<file path="config.mk">
export PLATFORM = sky130hd
export DESIGN_NAME = dmfb_move_arbiter
export DESIGN_NICKNAME = d
export VERILOG_FILES = /design/src/rtl/dmfb_arb_pkg.sv /design/src/rtl/dmfb_rr_picker.sv /design/src/rtl/dmfb_move_arbiter.sv
export SDC_FILE = /design/constraint.sdc
export NUM_CORES = 1
export LEC_CHECK = 0
export CAP_MARGIN = 20
export CORE_UTILIZATION = 38
export CTS_BUF_LIST = sky130_fd_sc_hd__clkbuf_4 sky130_fd_sc_hd__clkbuf_8
export CTS_CLUSTER_DIAMETER = 60
export DETAILED_ROUTE_END_ITERATION = 8
export HOLD_SLACK_MARGIN = 0.12
export PLACE_DENSITY = 0.86
export REMOVE_ABC_BUFFERS = 1
export SLEW_MARGIN = 10
export SYNTH_ARGS = -nofsm -noshare
export SYNTH_HDL_FRONTEND = slang
export SYNTH_SLANG_ARGS = --single-unit
</file>
<file path="constraint.sdc">
create_clock -name clock -period 1.57 [get_ports clock]
set_clock_uncertainty 0.1 [all_clocks]
set_input_delay 0.3925 -clock clock [delete_from_list [all_inputs] [get_ports clock]]
set_output_delay 0.3925 -clock clock [all_outputs]
set_load 0.005 [all_outputs]
</file>
<file path="src/rtl/dmfb_arb_pkg.sv">
// Shared types and defaults for the DMFB move arbiter.
package dmfb_arb_pkg;

    localparam int ARB_NUM_REQ     = 2;
    localparam int ARB_CELL_W      = 4;
    localparam int ARB_TIMEOUT_CYC = 1024;

    typedef enum logic [2:0] {
        S_IDLE,
        S_LOAD,
        S_MOVE,
        S_DONE,
        S_ABORT
    } arb_state_t;

    function automatic logic [1:0] onehot2(input logic idx);
        return idx ? 2'b10 : 2'b01;
    endfunction

endpackage

</file>
<file path="src/rtl/dmfb_rr_picker.sv">
// Two-way round-robin select: on a tie the requester not served last wins.
module dmfb_rr_picker (
    input  logic [1:0] req,
    input  logic       last,
    output logic       valid,
    output logic       idx
);

    assign valid = |req;

    always_comb begin
        idx = req[1];
        if (req == 2'b11) idx = ~last;
    end

endmodule

</file>
<file path="src/rtl/dmfb_move_arbiter.sv">
// Arbitrates two droplet requesters onto a single move datapath.
// Optional watchdog abort enabled by defining DMFB_ARB_WATCHDOG_EN.
module dmfb_move_arbiter
    import dmfb_arb_pkg::*;
#(
    parameter int NUM_REQ     = ARB_NUM_REQ,
    parameter int CELL_W      = ARB_CELL_W,
    parameter int TIMEOUT_CYC = ARB_TIMEOUT_CYC
) (
    input  logic               clock,
    input  logic               reset,
    input  logic [NUM_REQ-1:0] req,
    input  logic [CELL_W-1:0]  src0,
    input  logic [CELL_W-1:0]  dest0,
    input  logic [CELL_W-1:0]  src1,
    input  logic [CELL_W-1:0]  dest1,
    input  logic               reachDest,
    output logic [NUM_REQ-1:0] grant,
    output logic [NUM_REQ-1:0] done,
    output logic [NUM_REQ-1:0] err,
    output logic [CELL_W-1:0]  gen_src,
    output logic [CELL_W-1:0]  gen_dest,
    output logic               gen_enable,
    output logic               gen_reset,
    output logic               busy
);

    if (NUM_REQ != 2 || TIMEOUT_CYC < 2) begin : g_param_chk
        $error("dmfb_move_arbiter: NUM_REQ must be 2 and TIMEOUT_CYC >= 2");
    end

    arb_state_t state, state_d;
    logic       owner, owner_d;
    logic       last_served;
    logic       pick_vld, pick_idx;
    logic       wd_expire;

    dmfb_rr_picker u_picker (
        .req   (req),
        .last  (last_served),
        .valid (pick_vld),
        .idx   (pick_idx)
    );

`ifdef DMFB_ARB_WATCHDOG_EN
    localparam int WD_W = $clog2(TIMEOUT_CYC);
    logic [WD_W-1:0] wd_cnt;

    // Saturating count; the abort compare fires before saturation matters.
    always_ff @(posedge clock) begin
        if (reset)                               wd_cnt <= '0;
        else if (state == S_LOAD)                wd_cnt <= '0;
        else if (state == S_MOVE && wd_cnt != '1) wd_cnt <= wd_cnt + 1'b1;
    end

    assign wd_expire = (wd_cnt == WD_W'(TIMEOUT_CYC - 1));

    always_ff @(posedge clock) begin
        if (reset) err <= '0;
        else       err <= (state_d == S_ABORT) ? onehot2(owner_d) : '0;
    end
`else
    assign wd_expire = 1'b0;
    assign err       = '0;
`endif

    always_comb begin
        state_d = state;
        owner_d = owner;
        case (state)
            S_IDLE: begin
                if (pick_vld) begin
                    state_d = S_LOAD;
                    owner_d = pick_idx;
                end
            end
            // Addresses were latched on entry, so compare the held copies.
            S_LOAD:  state_d = (gen_src == gen_dest) ? S_DONE : S_MOVE;
            S_MOVE: begin
                if (reachDest)      state_d = S_DONE;
                else if (wd_expire) state_d = S_ABORT;
            end
            S_DONE:  state_d = S_IDLE;
            S_ABORT: state_d = S_IDLE;
            default: state_d = S_IDLE;
        endcase
    end

    // Outputs are registered from the next state so they line up with it.
    always_ff @(posedge clock) begin
        if (reset) begin
            state       <= S_IDLE;
            owner       <= 1'b0;
            last_served <= 1'b1;
            grant       <= '0;
            done        <= '0;
            gen_enable  <= 1'b0;
            gen_reset   <= 1'b0;
            busy        <= 1'b0;
            gen_src     <= '0;
            gen_dest    <= '0;
        end else begin
            state      <= state_d;
            owner      <= owner_d;
            grant      <= (state_d == S_LOAD || state_d == S_MOVE) ? onehot2(owner_d) : '0;
            done       <= (state_d == S_DONE) ? onehot2(owner_d) : '0;
            gen_enable <= (state_d == S_MOVE);
            gen_reset  <= (state_d == S_LOAD);
            busy       <= (state_d != S_IDLE);
            if (state == S_IDLE && pick_vld) begin
                gen_src  <= pick_idx ? src1  : src0;
                gen_dest <= pick_idx ? dest1 : dest0;
            end
            if (state_d == S_DONE || state_d == S_ABORT)
                last_served <= owner_d;
        end
    end

endmodule

</file>
==> results.txt, run 1 <==
CTS built an H-tree with a depth of 1. Setup violations remaining at the end of the flow were counted as 1. The worst hold path begins at last_served.

The area of the die is 2480 sq um. The maximum clock insertion buffer count is 2. The required time of the critical path is 1.67 ns. The overall fraction of global-route tracks in use came out at 20.3%. The largest total area in the synthesized netlist belongs to dfxtp_1. The sequential power share came out at 44.5%. The number of nets with antenna violations after routing came out at 0.

The switching portion of total power came out at 23.7%. In the final design database the tool counted 166 nets. The initial DRC count is 12. The cell area after technology mapping came out at 868 sq um. The checks that failed: setup timing. The aggregate global routing overflow is 0. OpenSTA, run right after detailed placement, puts the worst setup slack at -0.422 ns.

Setup repair after global routing could not meet its margin everywhere. The cell depth of the worst min-delay path is 2. By instance count, the leading cell after synthesis is dfxtp_1.

Summed over all failing endpoints, the final setup total negative slack is -0.00115 ns. Buffers inserted during clock tree synthesis total 3. The peak fanout along the critical path came out at 3.

The layout filler cell count came out at 152. The total inserted antenna cells came out at 0. Detailed routing inserted a total of 855 vias. The final critical-path share of the clock period is 100%.

The number of placement rows is 16. In this run the power spent charging and discharging nets is 297 uW. The sequential area share after synthesis is 46.1%. The number of warnings issued by yosys is 0. In this run the worst hold path is classified as flip-flop to flip-flop. The post-synthesis sequential element count came out at 20. The setup check on the worst reg-to-reg path leaves a slack of -0.001 ns. During placement, the flow inserted port buffers numbering 35.

The area growth from synthesis to layout is 66.0%. The fraction of layout instances using a drive strength above 1 came out at 29.2%. The max-slew violation count came out at 0. The via count of the first global-routing pass came out at 822. The worst reg2reg path endpoint is last_served. The final cell utilization of the core is 69.9%.

The share of flip-flops with an asynchronous set or reset after synthesis came out at 0%. By startpoint and endpoint, the worst setup path is classified as flip-flop to flip-flop. The core footprint is 2060 sq um. CTS saw 20 sinks. The peak supply drop is 555 uV. The max-cap check violation count is 0. Entering global routing, the biggest net connects 18 pins. From left edge to right edge, the die measures 49.8 microns. The number of cells produced by synthesis came out at 90. The maximum clock frequency came out at 0.636 GHz. In this run the static leakage power is 0.671 nW. The power share of the clock group is 34.2%. The sink of the worst hold path is last_served.

Across all setup checks in the final design, the least slack found is -0.00115 ns. The cell-internal power is 954 uW. The chip height came out at 49.8 microns. The library cell used as clock root buffer is clkbuf_4.

The average cell area after synthesis is 9.65 sq um. The final critical delay including setup and external delays is 1.57 ns. The post-CTS clock slew at the launch and capture registers of the worst setup and hold paths is 0.12 ns. The total count of hold-check failures in the final report came out at 0. The number of antenna violations at the first check in global routing is 0. Per report_power, the combinational group accounts for 21.3% of the total.

The initial core utilization is 42.1%. The count of pins on the block boundary is 38. The final wirelength came out at 2250 microns. The start of the worst register-to-register path is state[2]. The flow ran to the end, but the final reports show violations. The count of unresolved DRC violations after routing is 0. The number of enable flip-flop cells after synthesis is 0. The number of vias per cell is 5.00.

The commonest cells after synthesis are dfxtp_1 (20), nor2_1 (14), mux2i_1 (9), a211oi_1 (8), nand2_1 (4). The final weighted congestion in routability-driven placement is 0.807. STA classifies the critical path endpoint as a flip-flop.

The most used flip-flop cell after synthesis is dfxtp_1. The clock tree from TritonCTS is built. The number of library cell types mapped by synthesis is 29. Clock latency on the worst-skew pair, taken at its later pin, is 0.31 ns. The number of cells on the worst reg-to-reg path is 4.

The nature of the critical path startpoint is a flip-flop. The number of detailed-route iterations in the first pass came out at 4. For the worst setup path, the data arrival time is 1.68 ns. Power spread over the standard cell area amounts to 867 nW/um^2. Hold repair after CTS inserted 0 buffers. The average wire length per cell after detail routing came out at 13.1 microns. Yosys attributes the largest share of cell area to dfxtp_1 (46%), mux2i_1 (10%), a211oi_1 (6.9%), nor2_1 (6.1%), xnor2_1 (3.0%). The wire length of the first global-routing pass is 3710 microns. The share of Yosys cell area claimed by the top area cell type came out at 46.1%.
==> worst max-delay path, stage by stage, from the launching register on <==
cell     delay, ns
dfxtp_4       0.37
or2_4         0.25
or3_4         0.40
o22a_1        0.23
mux2i_1       0.12
==> area by class of cell <==
type | instances | area [sq um] | share of cell area (%)
clock buffer | 3 | 22.5 | 1.56
clock inverter | 1 | 30.0 | 2.08
timing repair buffer | 53 | 467 | 32.4
inverter | 3 | 11.3 | 0.781
tap | 27 | 33.8 | 2.34
sequential | 20 | 420 | 29.2
multi-input combinational | 64 | 457 | 31.7
==> cell families (layout without fill, tap and decap cells) <==
group	after synthesis	in the layout	share of synthesized area (%)
buffers and inverters	8	60	5.76
XOR/XNOR	5	5	5.04
other	1	3	0.432
multiplexers	9	9	10.4
AO/OA/AOI/OAI	18	18	16.7
flip-flops	20	20	46.1
AND/OR/NAND/NOR	29	29	15.6
==> layout by cell type, fill, tap and decap left out <==
master,n
buf_4,18
clkdlybuf4s50_1,17
dlygate4sd2_1,17
nor2_1,13
dfxtp_2,10
mux2i_1,9
a211oi_1,8
dfxtp_1,8
nand2_1,4
xnor2_1,3
inv_1,3
conb_1,3
clkbuf_4,3
a21oi_1,2
xor2_1,2
nand2b_1,2
dfxtp_4,2
nor2b_1,1
nor3_1,1
or2_4,1
or3_4,1
nor2_2,1
nor3_2,1
a21boi_4,1
a22oi_2,1
nand3_1,1
or4_1,1
o22a_1,1
o21a_4,1
or3_1,1
o21a_1,1
o311ai_1,1
o21bai_1,1
a21boi_1,1
nor3b_2,1
bufinv_16,1
dlymetal6s2s_1,1
==> worst max-delay path by stage <==
stage                     startpoint          end  slack, ns
after floorplan               req[1]      done[0]      -0.44
after global placement        req[0]   gen_src[3]      -0.42
after detailed placement      req[1]  last_served      -0.42
after CTS                  reachDest  last_served      0.003
after global routing        state[2]  last_served      -0.03
final                       state[2]  last_served     -0.001
==> what timing repair did <==
item / CTS / global route
setup buffers: 7 / 2
endpoints found under the hold margin: 0 / 0
gates resized for setup: 32 / 9
endpoints found under the setup margin: 27 / 12
pin swaps: 2 / 3
==> through the flow <==
step	total power, mW	std cells	cell area (sq um)	hold WS, ns
finish	1.25	171	1440	0.483
floorplan	0.667	87	837	0.365
global placement	0.800	158	1290	0.412
global route	1.31	171	1440	0.507
detailed placement	0.808	158	1290	0.420
CTS	1.23	169	1400	0.449
==> sequential cells by signal (all words and copies together), names as in the netlist <==
register / cells
gen_enable: 1
gen_dest: 4
last_served: 1
owner: 1
done: 2
gen_src: 4
state: 3
busy: 1
grant: 2
gen_reset: 1
==> routing by layer <==
metal / global-route usage, % / share of wire (%)
met5: 0 / 0
met4: 10.5 / 3.1
met3: 3.70 / 5.7
met2: 38.3 / 53
met1: 20.8 / 38
==> power groups by stage <==
stage	combinational (mW)	sequential (mW)	clock [mW]
floorplan	0.0963	0.571	0
finish	0.266	0.557	0.427
detailed placement	0.236	0.572	0
global placement	0.230	0.570	0
global route	0.288	0.560	0.460
CTS	0.252	0.557	0.422
(Power assumes the default switching activity.)
==> run 2, diff against run 1 <==
--- a/config.mk
+++ b/config.mk
@@ -13,6 +13,7 @@
 export HOLD_SLACK_MARGIN = 0.12
 export PLACE_DENSITY = 0.86
 export REMOVE_ABC_BUFFERS = 1
+export SKIP_LAST_GASP = 1
 export SLEW_MARGIN = 10
 export SYNTH_ARGS = -nofsm -noshare
 export SYNTH_HDL_FRONTEND = slang
==> run 2 against run 1 <==
Effect of this change:
- the flow still finishes with violations (setup timing)
- design area is 1.1% higher
- clock power increased by 0.9%
- routed wire length up 1.8%
- worst setup slack lost 0.011 ns
- total power grew 0.31%
- register-to-register slack improved by 0.02 ns
- non-clock buffer count rose by 1
- die area did not move
- utilization is 0.79 points higher
- largest power group unchanged
==> results.txt, run 2 (synthesized netlist as in run 1, its figures left out) <==
The number of buffer cells added on primary ports is 35 (unchanged). The clock buffer count from CTS came out at 3 (unchanged). The number of antenna violations at the first check in global routing came out at 0 (unchanged). The final critical-path share of the clock period is 101% (+0.67 points).

The library cells used most frequently in the layout, excluding fill and tap cells, are buf_4 (19), clkdlybuf4s50_1 (17), dlygate4sd2_1 (16), nor2_1 (13). The initial core utilization came out at 42.1% (unchanged). The number of vias per cell came out at 5.02 (+0.47%). The library cell used most frequently in the layout, excluding fill and tap cells, is buf_4. The count of buffer and inverter cells on the critical path came out at 1 (+1).

The via count of the first global-routing pass is 817 (-0.61%). Setup repair after global routing could not meet its margin everywhere. The most utilized layer in the global route result is met2. The checks that failed: setup timing. The fraction of layout instances using a drive strength above 1 came out at 30.3% (+1.2 points). The insertion delay to the later sink of the worst-skew pair came out at 0.31 ns (about the same).

The total inserted antenna cells came out at 0 (unchanged). The initial DRC count came out at 7 (-5). The number of placement rows is 16 (unchanged).

The total count of hold-check failures in the final report came out at 0 (unchanged). Among all stages on the critical path, the largest delay is contributed by or4_1. The max-cap check violation count was 0 (unchanged). The static power due to leakage came out at 0.685 nW (+2.0%). The maximum clock frequency is 0.632 GHz (-0.67%). The count of pins on the block boundary is 38 (unchanged). The met2 layer usage reported by global route was 37.8% (-0.45 points).

TritonCTS built the clock tree. The number of buffers added to fix hold violations after cts is 0 (unchanged). STA classifies the critical path endpoint as a flip-flop. The maximum level of the CTS H-tree is 1 (unchanged). The required time of the critical path was 1.68 ns (about the same).

The worst path setup slack after routing is -0.0117 ns (-0.0106 ns). The final weighted congestion in routability-driven placement came out at 0.807 (unchanged). The final hold slack came out at 0.485 ns (+0.00166 ns). The longest individual stage delay on the worst path is 0.52 ns (+0.12 ns). The library cell used as clock root buffer is clkbuf_4. The maximum clock insertion buffer count is 2 (unchanged). The max-slew violation count came to 0 (unchanged). The area of the die is 2480 sq um (unchanged). The cell family contributing the most delay on the critical path is simple AND/OR/NAND/NOR gates.

The final wirelength is 2290 microns (+1.8%). The count of unresolved DRC violations after routing was 0 (unchanged). The layout filler cell count is 148 (-2.6%).

The routed via count came out at 864 (+1.1%). The area overhead of the layout relative to synthesis came out at 67.9%. The number of detailed-route iterations in the first pass came out at 5 (+1). The number of clock sinks came out at 20 (unchanged). The data arrival time at the worst-slack endpoint is 1.69 ns (about the same). The post-CTS clock slew at the launch and capture registers of the worst setup and hold paths is 0.13 ns (about the same).

The setup violation total in the final timing report came out at 1 (unchanged). The tightest min-delay check is of the flip-flop to flip-flop type. The largest registers in the layout are gen_dest: 4 flops, gen_src: 4 flops, state: 3 flops. The peak supply drop is 553 uV (-0.30%). The overall fraction of global-route tracks in use was 20.3% (unchanged). The flow ran to the end, but the final reports show violations. The peak fanout along the critical path is 2 (-1).

The final critical delay including setup and external delays is 1.58 ns (+0.0106 ns). The post-route total power is 1.25 mW (+0.31%). The met3 track demand over resource in global routing was 3.70% (unchanged). The overall die width is 49.8 microns (unchanged). The power density over the cells was 860 nW/um^2 (-0.81%). The chip height came out at 49.8 microns (unchanged).

The final layout net count is 167 (+0.60%). The startpoint-to-endpoint class of the critical path is input port to flip-flop. The number of nets with antenna violations after routing came out at 0 (unchanged).

Traced cell by cell, the critical path runs through clkdlybuf4s50_1, or4_1, o22a_1, mux2i_1. The wire length of the first global-routing pass is 3690 microns (-0.57%). STA classifies the critical path startpoint as an input port. The core footprint was 2060 sq um (unchanged). The met1 track demand over resource came out at 21.2% (+0.38 points). The pin count of the biggest net entering global routing is 18 (unchanged). The average wire length per cell after detail routing is 13.3 microns (+1.2%).

The aggregate global routing overflow is 0 (unchanged).
==> run 2: layer usage <==
metal,part of all wire [%],routed length [microns]
met1,37,852
met2,54,1250
met3,5.7,131
met4,2.5,57
met5,0,0
==> run 2: final cells by class <==
cell class | count | area, sq um | share of cell area (%)
Inverter | 3 | 11.3 | 0.773
Multi-Input combinational cell | 64 | 459 | 31.5
Clock buffer | 3 | 22.5 | 1.55
Sequential cell | 20 | 423 | 29.0
Clock inverter | 1 | 30.0 | 2.06
Timing Repair Buffer | 54 | 478 | 32.8
Tap cell | 27 | 33.8 | 2.32
==> run 2: worst paths after layout <==
kind / slack, ns / start / cells past startpoint / endpoint
worst min-delay path: 0.48 / last_served / 2 / last_served
worst max-delay path: -0.01 / reset / 4 / last_served
worst min register to register: 0.48 / last_served / 2 / last_served
worst max register to register: 0.02 / state[2] / 4 / last_served
==> run 2: per-stage QoR <==
step                TNS [ns]  setup slack [ns]  util [%]  instance area [sq um]  instances
floorplan              -5.47            -0.436         -                    837         87
global placement       -5.51            -0.420      62.5                   1290        158
detailed placement     -5.98            -0.422      62.5                   1290        158
CTS                  -0.0147           -0.0147      68.0                   1400        169
global route         -0.0463           -0.0238      70.7                   1460        172
finish               -0.0117           -0.0117      70.7                   1460        172
==> run 2: what timing repair did <==
item                                    in CTS  in global routing
setup buffers                                7                  3
hold endpoints to repair                     0                  0
gates resized for setup                     29                 14
endpoints found under the setup margin      27                 13
pin swaps                                    2                  2
==> run 2: power by group <==
group	total [mW]	switching, mW	internal, mW
clock	0.431	0.172	0.258
sequential	0.555	0.0173	0.538
combinational	0.268	0.111	0.158
total	1.25	0.301	0.953
==> run 2: worst reg2reg max path: stages (launching register included) <==
cell and delay (ns):
dfxtp_4 0.37, or2_4 0.25, or3_4 0.38, o22a_1 0.23
mux2i_1 0.12
==> RTL edit 1, RTL diff (flow settings as in run 1) <==
`ARB_CELL_W`: 4 -> 3.
--- a/src/rtl/dmfb_arb_pkg.sv
+++ b/src/rtl/dmfb_arb_pkg.sv
@@ -3,5 +3,5 @@
 
     localparam int ARB_NUM_REQ     = 2;
-    localparam int ARB_CELL_W      = 4;
+    localparam int ARB_CELL_W      = 3;
     localparam int ARB_TIMEOUT_CYC = 1024;
 
Ports: changed (6 resized); port bits go from 38 to 32. No check against the original RTL was run, so the function may have changed too.
==> RTL edit 1 against run 1 <==
The flow still finishes with violations (setup timing); via count is 8.9% lower; design area is 11% lower; synthesized area is 12% lower; total power is 19% lower; worst setup slack worse by 0.062 ns; sequential cell count is 2 lower; routed wire length is 16% lower; critical path type unchanged; critical endpoint unchanged; largest power group unchanged.
==> RTL edit 1: results (changes against run 1) <==
final routed wire length divided by cell count=12.3 um (was 13.1 um); count of distinct cell types in the synthesized netlist=30 (was 29); CTS HTree Levels=1 (unchanged); pin count of the biggest net entering global routing=13 (was 18); GRT Resource Usage Total=0.201 (was 0.203); number of nets at the end of the flow=146 (was 166); Sw Share=0.249 (was 0.237); post-synthesis async set-or-reset flop share=0 (unchanged); cell types occupying the most area after synthesis=sky130_fd_sc_hd__dfxtp_1 (47%), sky130_fd_sc_hd__mux2i_1 (7.8%), sky130_fd_sc_hd__a211oi_1 (5.9%) (was sky130_fd_sc_hd__dfxtp_1 (46%), sky130_fd_sc_hd__mux2i_1 (10%), sky130_fd_sc_hd__a211oi_1 (6.9%)); average size of a mapped cell=9.71 sq um (was 9.65 sq um); maximum fanout along the worst path=4 (was 3); Worst EP arrival=1.73 ns (was 1.68 ns); violations in the final reports=setup timing (unchanged); via count of the first global-routing pass=727 (was 822); Inserted Clock Buffers=3 (unchanged); vias per cell=5.09 (was 5.00); number of cells after detailed placement=143 (was 158); number of antenna violations at the first check in global routing=0 (unchanged); post-route setup TNS=-0.0627 ns (was -0.00115 ns); Max Root-Sink Buffers=2 (unchanged); First DRT Iteration DRCs=20 (was 12); origin of the critical flop-to-flop path=state[1] (was state[2]); number of warning messages in the yosys log=0 (unchanged); run status=complete, but fails checks (unchanged); number of I/O port buffers=29 (was 35); static leakage power=0.570 nW (was 0.671 nW); setup violation total in the final timing report=1 (unchanged); library cell used as clock root buffer=sky130_fd_sc_hd__clkbuf_4 (unchanged); via count=779 (was 855); worst setup path class=register to register (unchanged); estimated wirelength of the detail-placed design=1.39 mm; least setup slack across all paths after layout=-0.0627 ns (was -0.00115 ns); number of antenna diodes=0 (unchanged); global-route wire length before repair=3.03 mm (was 3.71 mm); fraction of final layout cells sized beyond drive strength 1=0.328 (was 0.292); end of the critical path=last_served (unchanged); buffers inserted during post-CTS setup optimization=6 (was 7); clock slew at the register clock pins of the worst setup and hold paths=0.10 ns (was 0.12 ns); pre-CTS setup slack=-0.576 ns (was -0.422 ns); worst-case reg-to-reg path depth=4 (unchanged); count of fill cells added during filler insertion=149 (was 152); share of the yosys chip area belonging to registers=0.470 (was 0.461); number of resized instances in the post-cts repair step=28 (was 32); biggest registers after layout=gen_dest: 3 flops, gen_src: 3 flops, state: 3 flops (was gen_dest: 4 flops, gen_src: 4 flops, state: 3 flops); largest vdd supply drop=0.638 mV (was 0.555 mV); reg-to-reg slack, setup=-0.06 ns (was -0.001 ns); Final Wtd Congestion=0.877 (was 0.807); EDFF count, synth=0 (unchanged); top cell types by occurrence after synthesis=sky130_fd_sc_hd__dfxtp_1 (18), sky130_fd_sc_hd__nor2_1 (10), sky130_fd_sc_hd__a211oi_1 (6), sky130_fd_sc_hd__mux2i_1 (6) (was sky130_fd_sc_hd__dfxtp_1 (20), sky130_fd_sc_hd__nor2_1 (14), sky130_fd_sc_hd__mux2i_1 (9), sky130_fd_sc_hd__a211oi_1 (8), sky130_fd_sc_hd__nand2_1 (4))
[RTL edit 1: cell types whose count changed after synthesis, sizes merged, moves of 2 or more]
cell	delta
a211oi	-2
and2	+2
dfxtp	-2
inv	-2
mux2i	-3
nor2	-4
nor3	+2
nor4	+2
or3	-2
[RTL edit 1: cells by family (layout without fill, tap and decap cells)]
kind of cell           Yosys count  after routing  synth area share
XOR/XNOR                         4              4            0.0457
multiplexers                     6              6            0.0783
other                            1              3           0.00489
AO/OA/AOI/OAI                   14             14             0.134
buffers and inverters            7             54            0.0587
flip-flops                      18             18             0.470
AND/OR/NAND/NOR                 29             29             0.209
[RTL edit 1: worst min path at each step]
stage	start	endpoint	slack (ns)	depth (start not counted)
5_1_grt	gen_src[2]	gen_src[2]	0.47	2
2_1_floorplan	reset	owner	0.36	1
3_5_place_dp	gen_src[0]	gen_src[0]	0.42	2
3_3_place_gp	gen_src[1]	gen_src[1]	0.42	2
4_1_cts	gen_src[2]	gen_src[2]	0.44	2
6_report	gen_src[2]	gen_src[2]	0.44	2
[RTL edit 1: per-layer routing]
| layer | vias to the layer above | routed length (um) | GRT usage | share of wire |
|---|---|---|---|---|
| met1 | 356 | 723 | 0.197 | 0.38 |
| met2 | 47 | 974 | 0.372 | 0.52 |
| met4 | 0 | 46 | 0.120 | 0.024 |
| met3 | 6 | 136 | 0.0577 | 0.072 |
| li1 | 370 | - | - | - |
| met5 | - | 0 | 0 | 0 |
[RTL edit 1: cell type report]
class / count / area, sq um / share of cell area
clock buffers: 4 / 36.3 / 0.0283
well taps: 25 / 31.3 / 0.0244
multi-input cells: 56 / 404 / 0.316
inverters: 1 / 3.75 / 0.00293
flip-flops and latches: 18 / 372 / 0.290
repair buffers: 49 / 433 / 0.338
[RTL edit 1: worst max-delay path, stage by stage, from the launching register on]
cell,delay (ns)
sky130_fd_sc_hd__dfxtp_4,0.38
sky130_fd_sc_hd__nor3_1,0.26
sky130_fd_sc_hd__nand2_1,0.14
sky130_fd_sc_hd__a22o_1,0.30
sky130_fd_sc_hd__o32a_1,0.35
[RTL edit 1: stage by stage]
stage,total power [mW],utilization,area (sq um)
2_1_floorplan,0.588,-,733
3_3_place_gp,0.713,0.651,1170
3_5_place_dp,0.720,0.651,1170
4_1_cts,1.01,0.699,1260
5_1_grt,1.06,0.710,1280
6_report,1.01,0.710,1280
[RTL edit 1: power groups by stage]
stage / clock (mW) / sequential (mW) / combinational, mW
3_5_place_dp: 0 / 0.507 / 0.212
6_report: 0.289 / 0.494 / 0.230
4_1_cts: 0.293 / 0.493 / 0.225
2_1_floorplan: 0 / 0.509 / 0.0790
5_1_grt: 0.311 / 0.497 / 0.250
3_3_place_gp: 0 / 0.506 / 0.206
==> RTL edit 2, RTL diff (settings of run 1) <==
Without the edit above. The 5 states of `arb_state_t` get a Gray code encoding in 3 bits.
--- a/src/rtl/dmfb_arb_pkg.sv
+++ b/src/rtl/dmfb_arb_pkg.sv
@@ -7,9 +7,9 @@
 
     typedef enum logic [2:0] {
-        S_IDLE,
-        S_LOAD,
-        S_MOVE,
-        S_DONE,
-        S_ABORT
+        S_IDLE  = 3'b000,
+        S_LOAD  = 3'b001,
+        S_MOVE  = 3'b011,
+        S_DONE  = 3'b010,
+        S_ABORT = 3'b110
     } arb_state_t;
 
Function: same outputs for any inputs over 10 cycles, from zero or initial values and one cycle with reset high; not proved beyond that.
==> RTL edit 2 against run 1 <==
First-iteration DRC count unchanged; routed wire length increased by 2.3%; sequential cell count unchanged; combinational power increased by 11%; synthesized area increased by 0.86%; total power decreased by 7.8%; worst setup slack improved by 0.040 ns; via count decreased by 0.70%; design area decreased by 0.26%; highest routed layer unchanged.
==> RTL edit 2: results (changes against run 1) <==
run status=completed (was complete, but fails checks); maximum fanout along the worst path=6 (was 3); reg-to-reg slack, setup=0.06 ns (was -0.001 ns); longest individual stage delay on the worst path=0.49 ns (was 0.40 ns); top cell types by occurrence after synthesis=sky130_fd_sc_hd__dfxtp_1 (20), sky130_fd_sc_hd__nor2_1 (15), sky130_fd_sc_hd__mux2i_1 (9), sky130_fd_sc_hd__a211oi_1 (8), sky130_fd_sc_hd__xnor2_1 (4) (was sky130_fd_sc_hd__dfxtp_1 (20), sky130_fd_sc_hd__nor2_1 (14), sky130_fd_sc_hd__mux2i_1 (9), sky130_fd_sc_hd__a211oi_1 (8), sky130_fd_sc_hd__nand2_1 (4)); GRT Resource Usage Total=0.191 (was 0.203); First DRT Iteration DRCs=12 (unchanged); internal power component=0.854 mW (was 0.954 mW); grt met1 use=0.184 (was 0.208); vias per cell=5.11 (was 5.00); fraction of final layout cells sized beyond drive strength 1=0.333 (was 0.292); largest vdd supply drop=0.384 mV (was 0.555 mV); Sw Share=0.259 (was 0.237); via count of the first global-routing pass=812 (was 822); crit path time final=1.53 ns (was 1.57 ns); average size of a mapped cell=9.84 sq um (was 9.65 sq um); count of fill cells added during filler insertion=178 (was 152); global-route wire length before repair=3.49 mm (was 3.71 mm); static leakage power=0.618 nW (was 0.671 nW); total wire length after detailed routing=2.30 mm (was 2.25 mm); part of the total power dissipated in combinational logic=0.256 (was 0.213); pre-CTS setup slack=-0.417 ns (was -0.422 ns); placed cell areas=1300 sq um (was 1290 sq um); cell types occupying the most area after synthesis=sky130_fd_sc_hd__dfxtp_1 (46%), sky130_fd_sc_hd__mux2i_1 (10%), sky130_fd_sc_hd__a211oi_1 (6.9%) (unchanged); count of distinct cell types in the synthesized netlist=30 (was 29); met3 GRT Util=0.0401 (was 0.0370); number of nets at the end of the flow=160 (was 166); first drt pass iteration count=6 (was 4); final routed wire length divided by cell count=13.8 um (was 13.1 um); met2 Track Usage GR=0.362 (was 0.383); Clk network pwr share=0.254 (was 0.342)
==> RTL edit 2: cell count changes after synthesis, sizes merged, moves of 2 or more <==
cell,run 1,this run
inv,3,1
xor2,2,0
and2,0,4
o21a,2,0
or3,2,0
nor2,14,16
nand2,4,0
nor4,0,2
buf,4,7
==> RTL edit 2: path summary, 6_finish.rpt <==
check              from          to  cells after the start
max reg2reg    state[1]     done[0]                      4
max              req[1]     done[0]                      6
min          gen_src[2]  gen_src[2]                      2
min reg2reg  gen_src[2]  gen_src[2]                      2
==> RTL edit 2: worst max-delay path: cells and delay by family <==
kind / cells / cell delay (ns)
simple gates: 2 / 0.19
compound gates: 2 / 0.36
buf+inv: 2 / 0.68
==> RTL edit 2: repair_timing <==
| action | 4_1_cts | 5_1_grt |
|---|---|---|
| buffers inserted | 4 | 0 |
| gates resized for setup | 27 | 15 |
| endpoints found under the setup margin | 24 | 11 |
| pin swaps | 2 | 0 |
==> RTL edit 2: per-layer routing <==
layer	part of all wire	wire, um	vias up
li1	-	-	409
met1	0.37	839	401
met2	0.56	1300	33
met3	0.043	98	6
met4	0.027	61	0
met5	0	0	-
==> RTL edit 2: logic make-up after synthesis <==
logic type / Yosys count / share of synthesized area
simple gates: 30 / 0.186
flops: 20 / 0.457
compound gates: 16 / 0.139
mux: 9 / 0.103
buf+inv: 9 / 0.0714
xor+xnor: 4 / 0.0400
other cells: 1 / 0.00428
==> RTL edit 2: cell type report <==
class                           count  area, sq um  area share
Tap cell                           28         35.0      0.0244
Multi-Input combinational cell     62          488       0.339
Clock buffer                        4         36.3      0.0252
Sequential cell                    20          413       0.287
Timing Repair Buffer               51          462       0.321
Inverter                            1         3.75     0.00261
